<file path="src/rtl/aes_round_scheduler_pkg.sv">
// Shared types and constants for the AES round scheduler; NUM_ROUNDS may be predefined to change the round count.
`ifndef NUM_ROUNDS
`define NUM_ROUNDS 10
`endif

package aes_round_scheduler_pkg;

    localparam int NR     = `NUM_ROUNDS;
    localparam int RIDX_W = $clog2(`NUM_ROUNDS + 1);

    typedef logic [127:0]      state_t;
    typedef logic [127:0]      roundKey_t;
    typedef logic [RIDX_W-1:0] roundIdx_t;

    typedef enum logic [1:0] {
        IDLE    = 2'd0,
        ROUND   = 2'd1,
        CAPTURE = 2'd2,
        DONE    = 2'd3
    } sched_state_t;

    localparam roundIdx_t NR_IDX    = roundIdx_t'(NR);
    localparam roundIdx_t FIRST_IDX = roundIdx_t'(1);

    // Decryption walks the expanded key schedule from the top down.
    function automatic roundIdx_t key_index(input logic dec, input roundIdx_t r);
        return dec ? roundIdx_t'(NR_IDX - r) : r;
    endfunction

endpackage

</file>
<file path="src/rtl/aes_round_scheduler.sv">
// Iterative AES round scheduler driving external forward/inverse round units one round per cycle.
// Optional performance counters are enabled with AES_SCHED_PERF_EN.
module aes_round_scheduler
    import aes_round_scheduler_pkg::*;
(
    input  logic        clock,
    input  logic        reset,
    input  logic        in_valid,
    output logic        in_ready,
    input  logic        in_decrypt,
    input  state_t      in_data,
    output logic        out_valid,
    input  logic        out_ready,
    output state_t      out_data,
    output roundIdx_t   key_idx,
    input  roundKey_t   key_data,
    output logic        rnd_valid,
    output logic        inv_valid,
    output roundIdx_t   rnd_num,
    output state_t      rnd_in,
    output roundKey_t   rnd_key,
    input  state_t      rnd_out,
`ifdef AES_SCHED_PERF_EN
    output logic [31:0] blk_count,
    output logic [31:0] busy_cycles,
`endif
    input  state_t      inv_out
);

    sched_state_t state_q, state_d;
    roundIdx_t    round_q, round_d;
    state_t       st_q, st_d;
    logic         dec_q, dec_d;
    state_t       out_data_q, out_data_d;
    logic         out_valid_q, out_valid_d;

    logic         accept_s;
    state_t       unit_out_s;

    assign accept_s   = in_valid && in_ready;
    assign unit_out_s = dec_q ? inv_out : rnd_out;

    // State and datapath registers.
    always_ff @(posedge clock or negedge reset) begin
        if (!reset) begin
            state_q     <= IDLE;
            round_q     <= '0;
            st_q        <= '0;
            dec_q       <= 1'b0;
            out_data_q  <= '0;
            out_valid_q <= 1'b0;
        end else begin
            state_q     <= state_d;
            round_q     <= round_d;
            st_q        <= st_d;
            dec_q       <= dec_d;
            out_data_q  <= out_data_d;
            out_valid_q <= out_valid_d;
        end
    end

    // Next-state logic; the initial AddRoundKey is folded into the accept.
    always_comb begin
        state_d     = state_q;
        round_d     = round_q;
        st_d        = st_q;
        dec_d       = dec_q;
        out_data_d  = out_data_q;
        out_valid_d = out_valid_q;
        case (state_q)
            IDLE: begin
                if (accept_s) begin
                    state_d = ROUND;
                    round_d = FIRST_IDX;
                    st_d    = in_data ^ key_data;
                    dec_d   = in_decrypt;
                end else begin
                    state_d = IDLE;
                end
            end
            ROUND: begin
                if (round_q == NR_IDX) begin
                    state_d = CAPTURE;
                    round_d = '0;
                end else begin
                    round_d = round_q + FIRST_IDX;
                end
            end
            CAPTURE: begin
                out_data_d  = unit_out_s;
                out_valid_d = 1'b1;
                state_d     = DONE;
            end
            DONE: begin
                if (out_ready) begin
                    out_valid_d = 1'b0;
                    if (in_valid) begin
                        state_d = ROUND;
                        round_d = FIRST_IDX;
                        st_d    = in_data ^ key_data;
                        dec_d   = in_decrypt;
                    end else begin
                        state_d = IDLE;
                    end
                end else begin
                    state_d = DONE;
                end
            end
            default: begin
                state_d     = IDLE;
                round_d     = '0;
                out_valid_d = 1'b0;
            end
        endcase
    end

    // Handshake, key-index and round-unit drive decode.
    always_comb begin
        in_ready  = 1'b0;
        key_idx   = '0;
        rnd_valid = 1'b0;
        inv_valid = 1'b0;
        rnd_num   = '0;
        rnd_in    = '0;
        case (state_q)
            IDLE: begin
                in_ready = 1'b1;
                key_idx  = key_index(in_valid && in_decrypt, roundIdx_t'(0));
            end
            ROUND: begin
                key_idx   = key_index(dec_q, round_q);
                rnd_num   = round_q;
                rnd_valid = !dec_q;
                inv_valid = dec_q;
                rnd_in    = (round_q == FIRST_IDX) ? st_q : unit_out_s;
            end
            CAPTURE: begin
                in_ready = 1'b0;
            end
            DONE: begin
                in_ready = out_ready;
                key_idx  = key_index(in_valid && in_decrypt, roundIdx_t'(0));
            end
            default: begin
                in_ready = 1'b0;
            end
        endcase
    end

    assign rnd_key   = key_data;
    assign out_data  = out_data_q;
    assign out_valid = out_valid_q;

`ifdef AES_SCHED_PERF_EN
    logic [31:0] blk_count_q;
    logic [31:0] busy_cycles_q;

    // Saturating handshake and busy-cycle counters.
    always_ff @(posedge clock or negedge reset) begin
        if (!reset) begin
            blk_count_q   <= 32'd0;
            busy_cycles_q <= 32'd0;
        end else begin
            if (out_valid_q && out_ready && (blk_count_q != 32'hFFFF_FFFF)) begin
                blk_count_q <= blk_count_q + 32'd1;
            end
            if ((state_q != IDLE) && (busy_cycles_q != 32'hFFFF_FFFF)) begin
                busy_cycles_q <= busy_cycles_q + 32'd1;
            end
        end
    end

    assign blk_count   = blk_count_q;
    assign busy_cycles = busy_cycles_q;
`endif

endmodule
</file>
<file path="config.mk">
export PLATFORM = sky130hd
export DESIGN_NAME = aes_round_scheduler
export DESIGN_NICKNAME = d
export VERILOG_FILES = /design/src/rtl/aes_round_scheduler_pkg.sv /design/src/rtl/aes_round_scheduler.sv
export SDC_FILE = /design/constraint.sdc
export NUM_CORES = 1
export LEC_CHECK = 0
export CORE_AREA = 5 5 356 358
export DETAILED_ROUTE_END_ITERATION = 6
export DIE_AREA = 0 0 361 363
export SKIP_LAST_GASP = 1
export SLEW_MARGIN = 20
export SYNTH_ARGS = -nofsm -noshare
export SYNTH_HDL_FRONTEND = slang
export SYNTH_SLANG_ARGS = --single-unit
</file>
<file path="constraint.sdc">
create_clock -name clock -period 2.05 [get_ports clock]
set_input_delay 0.3075 -clock clock [delete_from_list [all_inputs] [get_ports clock]]
set_output_delay 0.3075 -clock clock [all_outputs]
set_load 0.01 [all_outputs]
</file>
==> flow_metrics.py <==
metrics = {
    "outcome": {
        "status": "complete, but fails checks",
        "failed_checks": "negative setup slack",
    },
    "clocking": {
        "cts-root-buf": "clkbuf_16",
        "clk_pin_slew_ps": 60,
        "clk_path_buf_depth": 3,
        "cts_tree": "yes",
        "clkLatencyLatePin_ps": 560,
        "cts_buffers": 36,
        "htreeDepth": 2,
        "cts_num_sinks": 264,
    },
    "floorplanning": {
        "row_count": 129,
        "die_w_um": 361,
        "dieArea_um2": 131000,
        "start_util_pct": 12.3,
        "die_h_um": 363,
        "fp.coreArea_um2": 123000,
        "pin_count": 913,
    },
    "synthesis": {
        "synth_top_area_share_pct": 43.8,
        "synth-edff-count": 0,
        "synth-seq-cells": 264,
        "ys_seq_area_share_pct": 43.8,
        "synth_mux_area_share_pct": 8.77,
        "ys.flop_type": "dfrtp_1",
        "synth_top_family_by_area": "compound AO/OA/AOI/OAI gates",
        "netlist_area_um2": 15100,
        "synth_nets": 2131,
        "synth.largest_area_cell": "dfrtp_1",
        "syn_inst": 1606,
        "ys_types": 31,
        "ys_top_cells_by_area": "dfrtp_1 (44%), mux2i_1 (8.5%), o211a_1 (8.5%)",
        "synth-xor-area-share_pct": 7.55,
        "synth_compound_area_share_pct": 17.8,
        "synthAdderAreaFrac_pct": 0.664,
        "async_reset_ff_share_pct": 100,
        "yosysMostFrequentCell": "nand2_1",
        "synth.top_cells.by_count": "nand2_1 (265), dfrtp_1 (264), buf_4 (135)",
        "yosys_warnings": 0,
        "yosys.area_share.simple_pct": 10.7,
        "syn-mean-instance-area_um2": 9.39,
    },
    "finish": {
        "postLayoutCoreUtil_pct": 25.1,
        "drive_above_1_share_pct": 25.6,
        "synthToLayoutAreaGrowth_pct": 105,
        "nNetsFinal": 3215,
    },
    "route": {
        "dr_wl_met3_um": 7940,
        "route.detailed.drc": 0,
        "vias": 16000,
        "highest_layer": "met5",
        "wire_per_inst_um": 21.2,
        "avgViaCountPerCell": 3.67,
        "met2_length_um": 41900,
        "initialDrtViolationCount": 846,
        "drt_pass1_iterations": 5,
        "wl_met1_um": 40100,
        "routed_wl_um": 92500,
        "drtAntennaViolNets": 0,
    },
    "sta": {
        "setup_viol": 177,
        "period_share_pct": 128,
        "hold_violations": 0,
        "layout_min_cycle_time_ps": 2630,
        "skew_ps": 8.39,
        "rsz0062_at_grt": "true",
        "worst_pin_slew_ps": 456,
        "fin_ws_ps": -584,
        "max_freq_mhz": 380,
        "maxSlewViolCount": 0,
        "maxSlewHeadroom_pct": 69.6,
    },
    "hold_path": {
        "hold_class": "input port to async pin",
    },
    "critical_path": {
        "ff2ff_setup_slack_ps": -60,
        "crit_path_end_kind": "output port",
        "rr_endpoint": "st_q[105]$_DFFE_PN0P_",
        "r2r.worst_path.cells": 10,
        "critPathRequiredTime_ps": 1740,
        "start_kind": "flop",
        "critPathKind": "flop to output port",
        "rr_startpoint": "state_q[0]$_DFFE_PN0P_",
        "cp.arrival_ps": 2330,
        "critPathLaunch": "dec_q$_DFFE_PN0P_",
        "cp_max_fo": 13,
        "worstSetupEndpoint": "rnd_in[5]",
    },
    "job": {
        "max_cap_violations": 0,
    },
    "power": {
        "ir_drop_uv": 646,
        "power.static_leakage_uw": 0.0141,
        "p_per_area_nw_per_um2": 1440,
        "fin_total_pwr_uw": 44600,
    },
    "grt": {
        "track_usage_pct": 12.6,
        "globalRouteOverflowTotal": 0,
        "antenna_found_initial": 13,
        "grt_max_degree": 70,
        "first_global_vias": 16400,
        "grt_pass1_wl_um": 119000,
    },
    "placed_design": {
        "portBuffers": 912,
        "dpl.hpwl_um": 69200,
        "globalplace.congestion": 0.955,
    },
}
==> repair_timing <==
action                     4_1_cts  5_1_grt
hold buffers                     1        0
gates resized for setup        266      539
setup endpoints to repair      139      145
cloned                          10       13
hold endpoints to repair       140        0
pin swaps                        7       48
setup buffers                   23       75
==> through the flow <==
stage               hold WS, ps  instances  TNS, ps  setup WS, ps  instance area (µm²)
floorplan                  11.9       1606        0           164                15100
global placement            204       4176   -27850          -578                27100
detailed placement          210       4176   -27390          -572                27100
CTS                         185       4274   -97600          -926                29300
global route                206       4357   -83250          -679                30900
finish                      235       4362   -63510          -584                30900
==> report_power, final <==
group          switching [µW]  internal [µW]
clock network            2650           3920
registers                1570           7700
logic                   13700          15000
==> how the worst min path moves through the flow <==
| stage | start | to |
|---|---|---|
| finish | reset | st_q[31]$_DFFE_PN0P_ |
| global route | reset | out_data[21]$_DFFE_PN0P_ |
| detailed placement | reset | st_q[31]$_DFFE_PN0P_ |
| global placement | reset | st_q[31]$_DFFE_PN0P_ |
| floorplan | reset | dec_q$_DFFE_PN0P_ |
| CTS | reset | out_data[21]$_DFFE_PN0P_ |
==> area by class of cell <==
type	instances	area, µm²
Clock buffer	50	1030
Antenna cell	8	20.0
Inverter	8	30.0
Tap cell	1637	2050
Fill cell	13200	92100
Clock inverter	15	169
Sequential cell	264	6610
Multi-Input combinational cell	1089	7870
Timing Repair Buffer	1291	13100
==> registers in the layout, summed over array words and instances, names as in the netlist <==
| signal | flops |
|---|---|
| dec_q | 1 |
| out_data | 128 |
| out_valid | 1 |
| round_q | 4 |
| st_q | 128 |
| state_q | 2 |
==> metal layers <==
| metal | global-route usage, % | up-vias |
|---|---|---|
| met5 | 0 | - |
| met4 | 3.99 | 2 |
| met3 | 4.15 | 98 |
| met2 | 19.6 | 649 |
| met1 | 16.4 | 7694 |
| li1 | - | 7544 |
==> worst max-delay path, cell delays in order (launching register included) <==
cell and delay (ps):
dfrtp_4 520, buf_6 140, buf_16 150, buf_12 190, buf_4 150, mux2i_2 200
nand2_2 70, o211a_1 140, buf_6 120
==> cell usage in the layout, fill, tap and decap left out, types with 5 or more instances in the layout <==
| cell | instances |
|---|---|
| clkdlybuf4s50_1 | 770 |
| buf_4 | 273 |
| dfrtp_1 | 262 |
| nand2_1 | 242 |
| nor2_1 | 132 |
| xnor2_1 | 130 |
| a21oi_1 | 129 |
| o211a_1 | 127 |
| o21ai_0 | 98 |
| buf_6 | 95 |
| mux2i_4 | 51 |
| clkbuf_16 | 46 |
| buf_12 | 46 |
| mux2i_1 | 43 |
| o21ai_1 | 39 |
| mux2i_2 | 34 |
| buf_2 | 25 |
| dlymetal6s2s_1 | 22 |
| clkbuf_2 | 20 |
| nand2_2 | 16 |
| buf_16 | 15 |
| buf_8 | 14 |
| diode_2 | 8 |
| clkbuf_1 | 7 |
| nand2_4 | 6 |
| and2_4 | 6 |
| clkinv_2 | 6 |
| clkbuf_8 | 6 |
| inv_1 | 5 |
| ha_4 | 5 |
==> cell families after synthesis <==
kind of cell	after synthesis
buf+inv	253
compound gates	405
xor+xnor	130
fa+ha+maj	8
simple gates	415
mux	131
flops	264
No activity file was read; power rests on OpenSTA's default activity.
